==> config.mk <==
export PLATFORM = sky130hd
export DESIGN_NAME = rotor2_fwd_stage_flat
export DESIGN_NICKNAME = d
export VERILOG_FILES = /design/src/rtl/rotor2_fwd_stage_if.sv /design/src/rtl/rotor2_fwd_stage.sv /design/src/flat_wrapper.sv
export SDC_FILE = /design/constraint.sdc
export NUM_CORES = 1
export LEC_CHECK = 0
export ABC_AREA = 1
export BUFFER_PORTS_ARGS = -buffer_cell sky130_fd_sc_hd__buf_2
export CORE_AREA = 2 2 56 58
export DETAILED_ROUTE_END_ITERATION = 8
export DIE_AREA = 0 0 58 60
export PLACE_DENSITY = 0.73
export SYNTH_ARGS = -nofsm -noshare
export SYNTH_HDL_FRONTEND = slang
export SYNTH_SLANG_ARGS = --single-unit
==> constraint.sdc <==
create_clock -name clk -period 2.05 [get_ports clk]
set_clock_uncertainty 0.1 [all_clocks]
set_input_delay 0.3075 -clock clk [delete_from_list [all_inputs] [get_ports clk]]
set_output_delay 0.3075 -clock clk [all_outputs]
set_load 0.01 [all_outputs]
==> src/rtl/rotor2_fwd_stage_if.sv <==
// rotor2_fwd_stage_if
//   Bundles the stepping controls, letter path and position export of the
//   rotor 2 forward stage.
//   master : drives load/step controls and the entry letter (rotor 1 side)
//   slave  : the rotor stage; returns exit letter, live position and carry
interface rotor2_fwd_stage_if;
    logic       load_en;
    logic [4:0] load_pos;
    logic       key_step;
    logic       step_in;
    logic       in_valid;
    logic [4:0] in;
    logic       out_valid;
    logic [4:0] out;
    logic [4:0] rotate;
    logic       step_out;

    modport master (
        output load_en, load_pos, key_step, step_in, in_valid, in,
        input  out_valid, out, rotate, step_out
    );

    modport slave (
        input  load_en, load_pos, key_step, step_in, in_valid, in,
        output out_valid, out, rotate, step_out
    );
endinterface

==> src/rtl/rotor2_fwd_stage.sv <==
// rotor2_fwd_stage
//   Forward path of rotor 2 plus its position register and stepping logic.
//   The entry letter is passed through the rotor II wiring and offset by the
//   current position. The position advances on key_step when rotor 1 carries,
//   or on its own while sitting at NOTCH (double-step), and a registered carry
//   pulse is sent to rotor 3 whenever the rotor leaves NOTCH.
// Ports
//   clk    : system clock, rising edge
//   rst_n  : asynchronous active-low reset
//   bus    : rotor2_fwd_stage_if.slave
//            in  : load_en, load_pos[4:0], key_step, step_in, in_valid, in[4:0]
//            out : out_valid, out[4:0] (0 = illegal entry), rotate[4:0], step_out
module rotor2_fwd_stage #(
    parameter int NOTCH       = 4,
    parameter bit DOUBLE_STEP = 1'b1
) (
    input logic               clk,
    input logic               rst_n,
    rotor2_fwd_stage_if.slave bus
);

    logic [4:0] pos;
    logic [4:0] out_q;
    logic       out_valid_q;
    logic       step_out_q;

    logic       at_notch;
    logic       adv;
    logic       legal;
    logic [4:0] wired;
    logic [5:0] sum;
    logic [4:0] letter;

    function automatic logic [4:0] wiring(input logic [4:0] idx);
        logic [4:0] w;
        w = 5'd0;
        case (idx)
            5'd1:  w = 5'd6;
            5'd2:  w = 5'd15;
            5'd3:  w = 5'd11;
            5'd4:  w = 5'd21;
            5'd5:  w = 5'd4;
            5'd6:  w = 5'd1;
            5'd7:  w = 5'd26;
            5'd8:  w = 5'd14;
            5'd9:  w = 5'd17;
            5'd10: w = 5'd16;
            5'd11: w = 5'd24;
            5'd12: w = 5'd23;
            5'd13: w = 5'd2;
            5'd14: w = 5'd10;
            5'd15: w = 5'd9;
            5'd16: w = 5'd5;
            5'd17: w = 5'd8;
            5'd18: w = 5'd3;
            5'd19: w = 5'd13;
            5'd20: w = 5'd19;
            5'd21: w = 5'd7;
            5'd22: w = 5'd12;
            5'd23: w = 5'd18;
            5'd24: w = 5'd25;
            5'd25: w = 5'd20;
            5'd26: w = 5'd22;
            default: w = 5'd0;
        endcase
        return w;
    endfunction

    assign at_notch = (pos == 5'(NOTCH));
    assign adv      = bus.key_step & (bus.step_in | (DOUBLE_STEP & at_notch));

    // Letter path always uses the position held before this edge, so a letter
    // arriving together with a step or a load enciphers at the old position.
    always_comb begin
        legal  = (bus.in != 5'd0) && (bus.in <= 5'd26);
        wired  = wiring(bus.in);
        sum    = {1'b0, wired} + {1'b0, pos};
        letter = 5'd0;
        if (legal) begin
            // A residue of 0 is represented as 26, so only strictly >26 wraps.
            letter = (sum > 6'd26) ? 5'(sum - 6'd26) : 5'(sum);
        end
    end

    always_ff @(posedge clk or negedge rst_n) begin
        if (!rst_n) begin
            pos         <= 5'd0;
            out_q       <= 5'd0;
            out_valid_q <= 1'b0;
            step_out_q  <= 1'b0;
        end else begin
            out_valid_q <= bus.in_valid;
            if (bus.in_valid) begin
                out_q <= letter;
            end

            if (bus.load_en) begin
                // Out-of-range load values are dropped rather than clamped.
                if (bus.load_pos <= 5'd25) begin
                    pos <= bus.load_pos;
                end
                step_out_q <= 1'b0;
            end else if (adv) begin
                pos        <= (pos == 5'd25) ? 5'd0 : pos + 5'd1;
                step_out_q <= at_notch;
            end else begin
                step_out_q <= 1'b0;
            end
        end
    end

    assign bus.rotate    = pos;
    assign bus.out       = out_q;
    assign bus.out_valid = out_valid_q;
    assign bus.step_out  = step_out_q;

endmodule
==> src/flat_wrapper.sv <==
// flat-port wrapper written by rule: the top's interface ports become plain ports
module rotor2_fwd_stage_flat 
#(
    parameter int NOTCH       = 4,
    parameter bit DOUBLE_STEP = 1'b1
)
  (clk, rst_n, bus_load_en, bus_load_pos, bus_key_step, bus_step_in, bus_in_valid, bus_in, bus_out_valid, bus_out, bus_rotate, bus_step_out);
  rotor2_fwd_stage_if bus_i ();
  input logic clk;
  input logic rst_n;
  input wire logic [$bits(bus_i.load_en)-1:0] bus_load_en;
  input wire logic [$bits(bus_i.load_pos)-1:0] bus_load_pos;
  input wire logic [$bits(bus_i.key_step)-1:0] bus_key_step;
  input wire logic [$bits(bus_i.step_in)-1:0] bus_step_in;
  input wire logic [$bits(bus_i.in_valid)-1:0] bus_in_valid;
  input wire logic [$bits(bus_i.in)-1:0] bus_in;
  output wire logic [$bits(bus_i.out_valid)-1:0] bus_out_valid;
  output wire logic [$bits(bus_i.out)-1:0] bus_out;
  output wire logic [$bits(bus_i.rotate)-1:0] bus_rotate;
  output wire logic [$bits(bus_i.step_out)-1:0] bus_step_out;
  assign bus_i.load_en = bus_load_en;
  assign bus_i.load_pos = bus_load_pos;
  assign bus_i.key_step = bus_key_step;
  assign bus_i.step_in = bus_step_in;
  assign bus_i.in_valid = bus_in_valid;
  assign bus_i.in = bus_in;
  assign bus_out_valid = bus_i.out_valid;
  assign bus_out = bus_i.out;
  assign bus_rotate = bus_i.rotate;
  assign bus_step_out = bus_i.step_out;
  rotor2_fwd_stage #(.NOTCH(NOTCH), .DOUBLE_STEP(DOUBLE_STEP)) u_core (.clk(clk), .rst_n(rst_n), .bus(bus_i));
endmodule
==> results.txt, run 1 <==
The tools report the total setup violations reported at the end of the flow as 4. The count of buffers inserted at the top-level ports was 27. The startpoint kind of the worst setup timing path is an input pin. The die is 58 um wide. 28 I/O pins were placed. In this design, the stage delay of the slowest critical-path cell is 0.47 ns. The share of synthesized area occupied by flip-flops and latches came out at 0.225. The number of buffers and inverters on the critical path is 6, and the number of buffers inserted during clock tree synthesis is 3.

The tools report the summed negative setup slack over all endpoints as -1.89 ns. The die area was 3480 um^2; the cell area after layout was 2160 um^2. The tools report the post-layout utilization of the core as 0.744. The portion of synthesized cell area occupied by the leading cell type is 0.225, and the post-detailed-route DRC marker count is 0. The slew at the pin with the worst max-slew slack came out at 0.369 ns.

The post-route worst setup slack is -0.486 ns. The most repeated library cell on the critical path is buf_4. Final clock period utilization by the worst path: 1.24. Chip height: 60 um.

The tree built by TritonCTS fans out to 12 sinks. Main combinational cell family by area after synthesis: simple AND/OR/NAND/NOR gates. The tools report the insertion delay to the later sink of the worst-skew pair as 0.28 ns.

The run finished, with violations left. The xor/xnor share of the synthesized area is 0.0253, and the maximum number of pins on one net before global-route repair is 13. Clock tree synthesis selected as its root buffer the cell clkbuf_4. The run gives 2.63 mm as the post-DP HPWL. The total power of the final layout came out at 1830 uW.

The worst-case reg-to-reg path depth works out to 9. The first-pass GRT wire length is 6.24 mm. The count of max-cap constraint violations came out at 0. Along the worst path, the maximum fanout reaches 4. The core region is 2900 um^2. The critical path goes through buf_8 -> inv_4 -> buf_4 -> ha_2 -> nand2_1 -> o21ai_1 -> a221oi_2 -> buf_4 -> fa_2 -> inv_2 -> nand2_4 -> buf_4 -> a31oi_2 -> o21ai_1. The area share of fa/ha/maj cells after synthesis works out to 0.183.

The path type of the worst setup path is in2reg. The fraction of the mapped netlist area in compound gates was 0.160; the number of design-rule violations left by the first detailed-router iteration was 97. The run gives 0 as the synthesis warning total.

The biggest area contributor in the post-synthesis netlist is dfrtp_1. The starting density of the core was 0.461. Total global routing track utilization: 0.229. The cell area after placement was 1780 um^2. The remaining antenna violation count after routing was 0.

Dominant register cell in the synthesized netlist: dfrtp_1. The cell at the slowest stage of the critical path was fa_2. In this run, synthesis inferred 0 flip-flops with an integrated enable.

The startpoint identified for the worst hold timing path is bus_in_valid. The final net count is 288, and the post-route minimum period is 2.54 ns. The tools report the placement-stage worst setup slack as -0.703 ns. The remaining max-slew budget at the tightest pin is 0.754, and the number of synthesized register bits is 12. The capturing point of the worst reg2reg path is u_core.bus.out[4]. Peak clock frequency supported by timing: 394 MHz. Among cell families on the critical path, the largest total delay comes from compound AO/OA/AOI/OAI gates.

The net count after synthesis is 219. The number of antenna violations at the first check in global routing came out at 0. For this run the aggregate overflow at the end of global routing stands at 0. The startpoint identified for the worst register-to-register timing path is u_core.bus.rotate[0]. After synthesis, the cell types taking the most area are dfrtp_1 22%, ha_1 17%, nand2_1 11%.

In this run the static leakage power is 0.00108 uW. The via count was 1570; the largest voltage drop on the vdd net was 732 uV. The summed instance area of the synthesized netlist is 1340 um^2.

The worst min-delay path category was in2reg. The post-detailed-route wirelength per cell came out at 16.3 um. For the data required time at the worst endpoint, the log shows 2.12 ns. For the number of slew-limit violations in the final report, the log shows 0. Dividing the synthesized area by the synthesized cell count gives 7.27 um^2.

Dividing the detail-routed via count by the number of cells gives 5.51. The number of library cell types mapped by synthesis is 34, and the endpoint arrival time on the critical path is 2.61 ns. The synthesized-area fraction occupied by and/or/nand/nor cells was 0.292; the final hold violation count was 0. The tools report the end of the worst hold path as u_core.bus.out_valid. The share of cells above drive strength 1 works out to 0.544.

The checks that failed: negative setup slack. Synthesis handed over a netlist of 184 instances. The fraction of synthesis flops using an asynchronous set or reset pin is 1.00. After clock tree synthesis, the clock-pin slew on the worst setup and hold paths is 0.08 ns. The number of global-route vias before repair was 1415.

Setup repair after global routing could not meet its margin everywhere. The logs give 4 for the number of iterations in the first detailed-routing pass and 20 for the cell row count. The congestion estimate from routability-driven global placement came to 0.801. The cell count along the critical path was 14. The number of diodes added for antenna fixing is 0, and the portion of netlist area occupied by mux cells is 0. Power spread over the standard cell area amounts to 850 nW/um^2. The area growth from synthesis to final layout was 61.5%. The clock passes through at most 2 buffers.

The worst setup path is captured at a register. TritonCTS built the clock tree. The worst register-to-register path has a setup slack of -0.01 ns. The H-tree level count was 1. The number of cells on the worst hold path was 1; the total wire length after detailed routing was 4.64 mm.
==> worst register-to-register path: stages (launching register included) <==
cell     delay [ns]
dfrtp_1        0.40
ha_2           0.21
fa_2           0.45
nand3_2        0.13
nand2_1        0.06
nand2_1        0.08
nand2_2        0.09
buf_4          0.15
a31oi_2        0.18
o21ai_1        0.09
==> power breakdown <==
part	internal (uW)	total (uW)	switching (uW)	leakage [uW]
logic	558	1270	708	0.000909
clock network	108	196	87.6	0.0000210
registers	301	373	71.2	0.000149
==> layer usage <==
layer  wire length (um)  global-route usage  vias to the layer above  share of wire
met2               2350               0.406                       61           0.51
met3                190              0.0346                       21          0.041
met4                188              0.0532                        0          0.040
met5                  0                   0                        -              0
met1               1910               0.293                      744           0.41
li1                   -                   -                      744              -
==> cells in the final DEF, fill, tap and decap left out, types with 5 or more instances in the layout <==
cell     synthesis  final
buf_4            0     39
nand2_1         39     30
buf_2            1     24
inv_1           26     22
dfrtp_1         12     12
nor2_1          15      9
ha_1            18      9
o21ai_0          9      8
nand2_2          3      8
a21oi_2          2      7
nand3_1         12      6
nand2_4          1      5
nand3_2          1      5
ha_4             0      5
==> repair_timing <==
item                                    4_1_cts  5_1_grt
pin swaps                                    26       32
setup buffers                                 3        7
hold buffers                                  1        0
endpoints found under the setup margin        4        4
endpoints found under the hold margin        12        0
resized for setup                            24       32
==> flip-flops by register name, indices dropped and copies added (netlist names) <==
| register | cells |
|---|---|
| u_core.bus.out_valid | 1 |
| u_core.bus.step_out | 1 |
| u_core.bus.rotate | 5 |
| u_core.bus.out | 5 |
==> worst max-delay path by stage <==
stage                     startpoint                 to  slack, ns
after floorplan            bus_in[2]  u_core.bus.out[3]      -0.39
after global placement     bus_in[0]  u_core.bus.out[3]      -0.71
after detailed placement   bus_in[0]  u_core.bus.out[3]      -0.70
after CTS                  bus_in[1]  u_core.bus.out[3]      -0.31
after global routing       bus_in[0]  u_core.bus.out[2]      -0.59
final                      bus_in[0]  u_core.bus.out[4]      -0.49
==> synth_stat cells (3+ instances only) <==
master	number
o21ai_0	9
inv_2	3
o21ai_1	3
nor2_1	15
nand2_1	39
nand2_2	3
nor3_1	3
a21oi_1	11
inv_1	26
nand4_1	3
ha_1	18
dfrtp_1	12
nand3_1	12
==> final cells by class <==
class | count | area, um^2
clock buffer | 4 | 36.3
fill | 190 | 743
inverter | 30 | 130
multi-input combinational | 139 | 1190
sequential | 12 | 300
tap | 33 | 41.3
timing repair buffer | 67 | 460
==> cells by family (layout without fill, tap and decap cells) <==
logic type | count (synthesis) | count (layout)
flip-flops | 12 | 12
adder cells (fa/ha/maj) | 19 | 19
AO/OA/AOI/OAI | 36 | 36
buffers and inverters | 33 | 101
XOR/XNOR | 3 | 3
AND/OR/NAND/NOR | 81 | 81
==> through the flow <==
step / hold slack [ns] / instances
after detailed placement: 0.0998 / 270
after floorplan: -0.0881 / 184
after global routing: 0.0402 / 285
after CTS: 0.0483 / 278
final: 0.0457 / 285
after global placement: 0.0962 / 270
No activity file was read; power rests on OpenSTA's default activity.
==> run 2: changes to the inputs <==
--- a/config.mk
+++ b/config.mk
@@ -10,7 +10,9 @@
 export CORE_AREA = 2 2 56 58
 export DETAILED_ROUTE_END_ITERATION = 8
 export DIE_AREA = 0 0 58 60
-export PLACE_DENSITY = 0.73
+export GPL_ROUTABILITY_DRIVEN = 0
+export PLACE_DENSITY_LB_ADDON = 0.05
 export SYNTH_ARGS = -nofsm -noshare
 export SYNTH_HDL_FRONTEND = slang
 export SYNTH_SLANG_ARGS = --single-unit
+export TNS_END_PERCENT = 100
==> run 2 against run 1 <==
The flow still finishes with violations (negative setup slack). Final area down 6.7%. Critical path type unchanged. Non-clock buffer count down 1. Clock-buffer cell count down 1. Global-route usage down 1.2 points. Sequential cell count unchanged. Die area unchanged. Sequential power down 6.2%. Largest power group unchanged. Final cell count down 0.70%. Critical path depth up 5. Fmax up 4.0%. Combinational power down 13%.
==> results.txt, run 2 (same netlist as run 1, synthesis figures left out) <==
The number of antenna violations at the first check in global routing was 0 (unchanged). The tools report the number of buffers inserted during clock tree synthesis as 3 (unchanged). For the number of clock sinks, the log shows 12 (unchanged).

The tools report the root buffer selected by CTS as clkbuf_4 (unchanged). The logs give -0.820 ns (was -0.703 ns) for the placement-stage worst setup slack and 0 (unchanged) for the number of slew-limit violations in the final report. The total power per unit cell area is 786 nW/um^2 (was 850 nW/um^2), and the total internal power is 858 uW (was 968 uW).

The mean number of vias per cell was 5.11 (was 5.51). The logs give 726 uW (was 867 uW) for the switching power of the nets and 0.217 (was 0.229) for the total global routing track utilization. The count of buffers inserted at the top-level ports came out at 27 (unchanged). The via count came out at 1447 (was 1570). The post-route worst setup slack is -0.388 ns (was -0.486 ns). The tools report the data required time at the worst endpoint as 2.11 ns (was 2.12 ns). The leakage power figure was 0.00106 uW (was 0.00108 uW); the remaining antenna violation count after routing was 0 (unchanged). The most repeated library cell on the critical path is nand2_1 (was buf_4). The run gives 0 (unchanged) as the count of max-cap constraint violations.

The run gives 0.747 (was 0.754) as the remaining max-slew budget at the tightest pin. TritonCTS built the clock tree. The final hold violation count came out at 0 (unchanged). For the insertion delay to the later sink of the worst-skew pair, the log shows 0.26 ns (was 0.28 ns). Final cell count without fillers: 283 (was 285).

The biggest cell delay along the critical path is 0.26 ns (was 0.47 ns), and the final clock period utilization by the worst path is 1.19 (was 1.24). The most common library cell in the layout ignoring fill and taps was buf_4 (unchanged). The starting density of the core was 0.461 (unchanged); the post-detailed-route DRC marker count was 0 (unchanged). The tools report the total setup violations reported at the end of the flow as 4 (unchanged).

The maximum net fanout on the critical path works out to 4 (unchanged). The run gives 287 (was 288) as the final net count. The width of the chip is 58 um (unchanged). The worst min-delay path category is in2reg (unchanged). The slew at the pin with the worst max-slew slack is 0.379 ns (was 0.369 ns), and the post-route minimum period is 2.44 ns (was 2.54 ns). The tools report the combinational share of power as 0.696 (was 0.690). The flow ran to the end, but the final reports show violations. For the post-DP HPWL, the log shows 2.76 mm (was 2.63 mm). The area growth from synthesis to final layout came out at 50.7% (was 61.5%). The cell at the slowest stage of the critical path is ha_4 (was fa_2). For the number of diodes added for antenna fixing, the log shows 0 (unchanged). The standard cell core area is 2900 um^2 (unchanged). The switching portion of total power was 0.458 (was 0.473); the H-tree level count was 1 (unchanged). The part of the total power dissipated in the clock network is 0.083 (was 0.107), and the cell total after placement is 273 (was 270). The run gives 5.86 mm (was 6.24 mm) as the first-pass GRT wire length.

Commonest non-fill, non-tap cells in the layout: 37 x buf_4, 32 x nand2_1, 25 x buf_2 (was 39 x buf_4, 30 x nand2_1, 24 x buf_2). The post-detailed-route wirelength per cell is 12.9 um (was 16.3 um), and the total wire length after detailed routing is 3.66 mm (was 4.64 mm). The largest voltage drop on the vdd net came out at 785 uV (was 732 uV). For the maximum number of pins on one net before global-route repair, the log shows 13 (unchanged). Relative contribution of sequential cells to total power: 0.221 (was 0.203). The cell row count was 20 (unchanged).

Setup repair after global routing could not meet its margin everywhere. The tools report the remaining global-route overflow as 0 (unchanged). The tools report the peak clock frequency supported by timing as 410 MHz (was 394 MHz).

The run gives 28 (unchanged) as the count of boundary I/O pins. The logs give 3480 um^2 (unchanged) for the die area and 4 (unchanged) for the number of iterations in the first detailed-routing pass. The chip height came out at 60 um (unchanged). Endpoint kind of the worst setup timing path: a register (unchanged). The number of buffers between clock root and the deepest sink was 2 (unchanged). Chain of cells forming the critical path: buf_8 -> inv_8 -> ha_4 -> inv_4 -> a21oi_2 -> nor2_1 -> a21oi_1 -> o22ai_1 -> a21oi_2 -> buf_4 -> ha_4 -> xnor2_4 -> nand3_2 -> nand4_4 -> nand2_4 -> nand2_1 -> nand2_1 -> nand2_1 -> nand2_1 (was buf_8 -> inv_4 -> buf_4 -> ha_2 -> nand2_1 -> o21ai_1 -> a221oi_2 -> buf_4 -> fa_2 -> inv_2 -> nand2_4 -> buf_4 -> a31oi_2 -> o21ai_1). The path type of the worst setup path is in2reg (unchanged). The register clock-pin slew on the reported worst setup and hold paths works out to 0.06 ns (was 0.08 ns). The number of fillers in the final layout is 266 (was 190). The number of design-rule violations left by the first detailed-router iteration was 53 (was 97).

Startpoint kind of the worst setup timing path: an input pin (unchanged). The endpoint arrival time on the critical path came out at 2.50 ns (was 2.61 ns). Share of cells above drive strength 1: 0.472 (was 0.544).

Violations in the final reports: negative setup slack (unchanged). The run gives 1403 (was 1415) as the number of global-route vias before repair.
[run 2: path summary, 6_finish.rpt]
| kind | startpoint | endpoint | slack [ns] | cells past startpoint |
|---|---|---|---|---|
| worst max-delay path | bus_in[0] | u_core.bus.out[3] | -0.39 | 19 |
| worst min-delay path | bus_in_valid | u_core.bus.out_valid | 0.06 | 1 |
| worst max register to register | u_core.bus.rotate[0] | u_core.bus.out[3] | 0.06 | 10 |
| worst min register to register | u_core.bus.out[3] | u_core.bus.out[3] | 0.39 | 2 |
| max in group asynchronous | rst_n | u_core.bus.rotate[4] | 1.30 | 2 |
| min in group asynchronous | rst_n | u_core.bus.out[2] | 0.34 | 2 |
[run 2: layer usage]
metal  GRT usage  part of all wire
met5           0                 0
met4      0.0233           0.00055
met3      0.0346             0.030
met2       0.437              0.55
met1       0.244              0.42
[run 2: area by class of cell]
class | count | area [um^2] | area share
sequential | 12 | 300 | 0.149
clock buffer | 3 | 22.5 | 0.0112
tap | 33 | 41.3 | 0.0205
timing repair buffer | 66 | 459 | 0.228
inverter | 30 | 130 | 0.0646
multi-input combinational | 139 | 1060 | 0.527
[run 2: critical path: cells and delay by family]
family,cells,cell delay [ns]
adder cells (fa/ha/maj),2,0.48
AND/OR/NAND/NOR,8,0.63
buffers and inverters,4,0.31
AO/OA/AOI/OAI,4,0.57
XOR/XNOR,1,0.20
[run 2: what timing repair did]
| action | in CTS | in global routing |
|---|---|---|
| resized for setup | 24 | 7 |
| endpoints found under the hold margin | 12 | 0 |
| buffers inserted | 4 | 2 |
| pin swaps | 19 | 15 |
| cloned | 0 | 0 |
| setup endpoints to repair | 4 | 4 |
| hold buffers | 1 | 0 |
[run 2: per-stage QoR]
step           instance area, um^2  power [uW]  TNS (ns)   util  hold slack, ns
5_1_grt                       2020        1710     -2.01  0.694          0.0528
4_1_cts                       1980        1540     -1.08  0.683          0.0541
3_3_place_gp                  1820        1260     -2.68  0.626          0.0840
2_1_floorplan                 1440         985     -1.41      -         -0.0881
6_report                      2020        1580     -1.52  0.694          0.0599
3_5_place_dp                  1820        1290     -3.17  0.626          0.0888
[run 2: power groups by stage]
stage / sequential, uW / clock, uW / combinational (uW)
after floorplan: 390 / 0 / 595
after global placement: 349 / 0 / 911
after detailed placement: 350 / 0 / 943
after CTS: 350 / 138 / 1050
after global routing: 358 / 147 / 1200
final: 350 / 132 / 1100
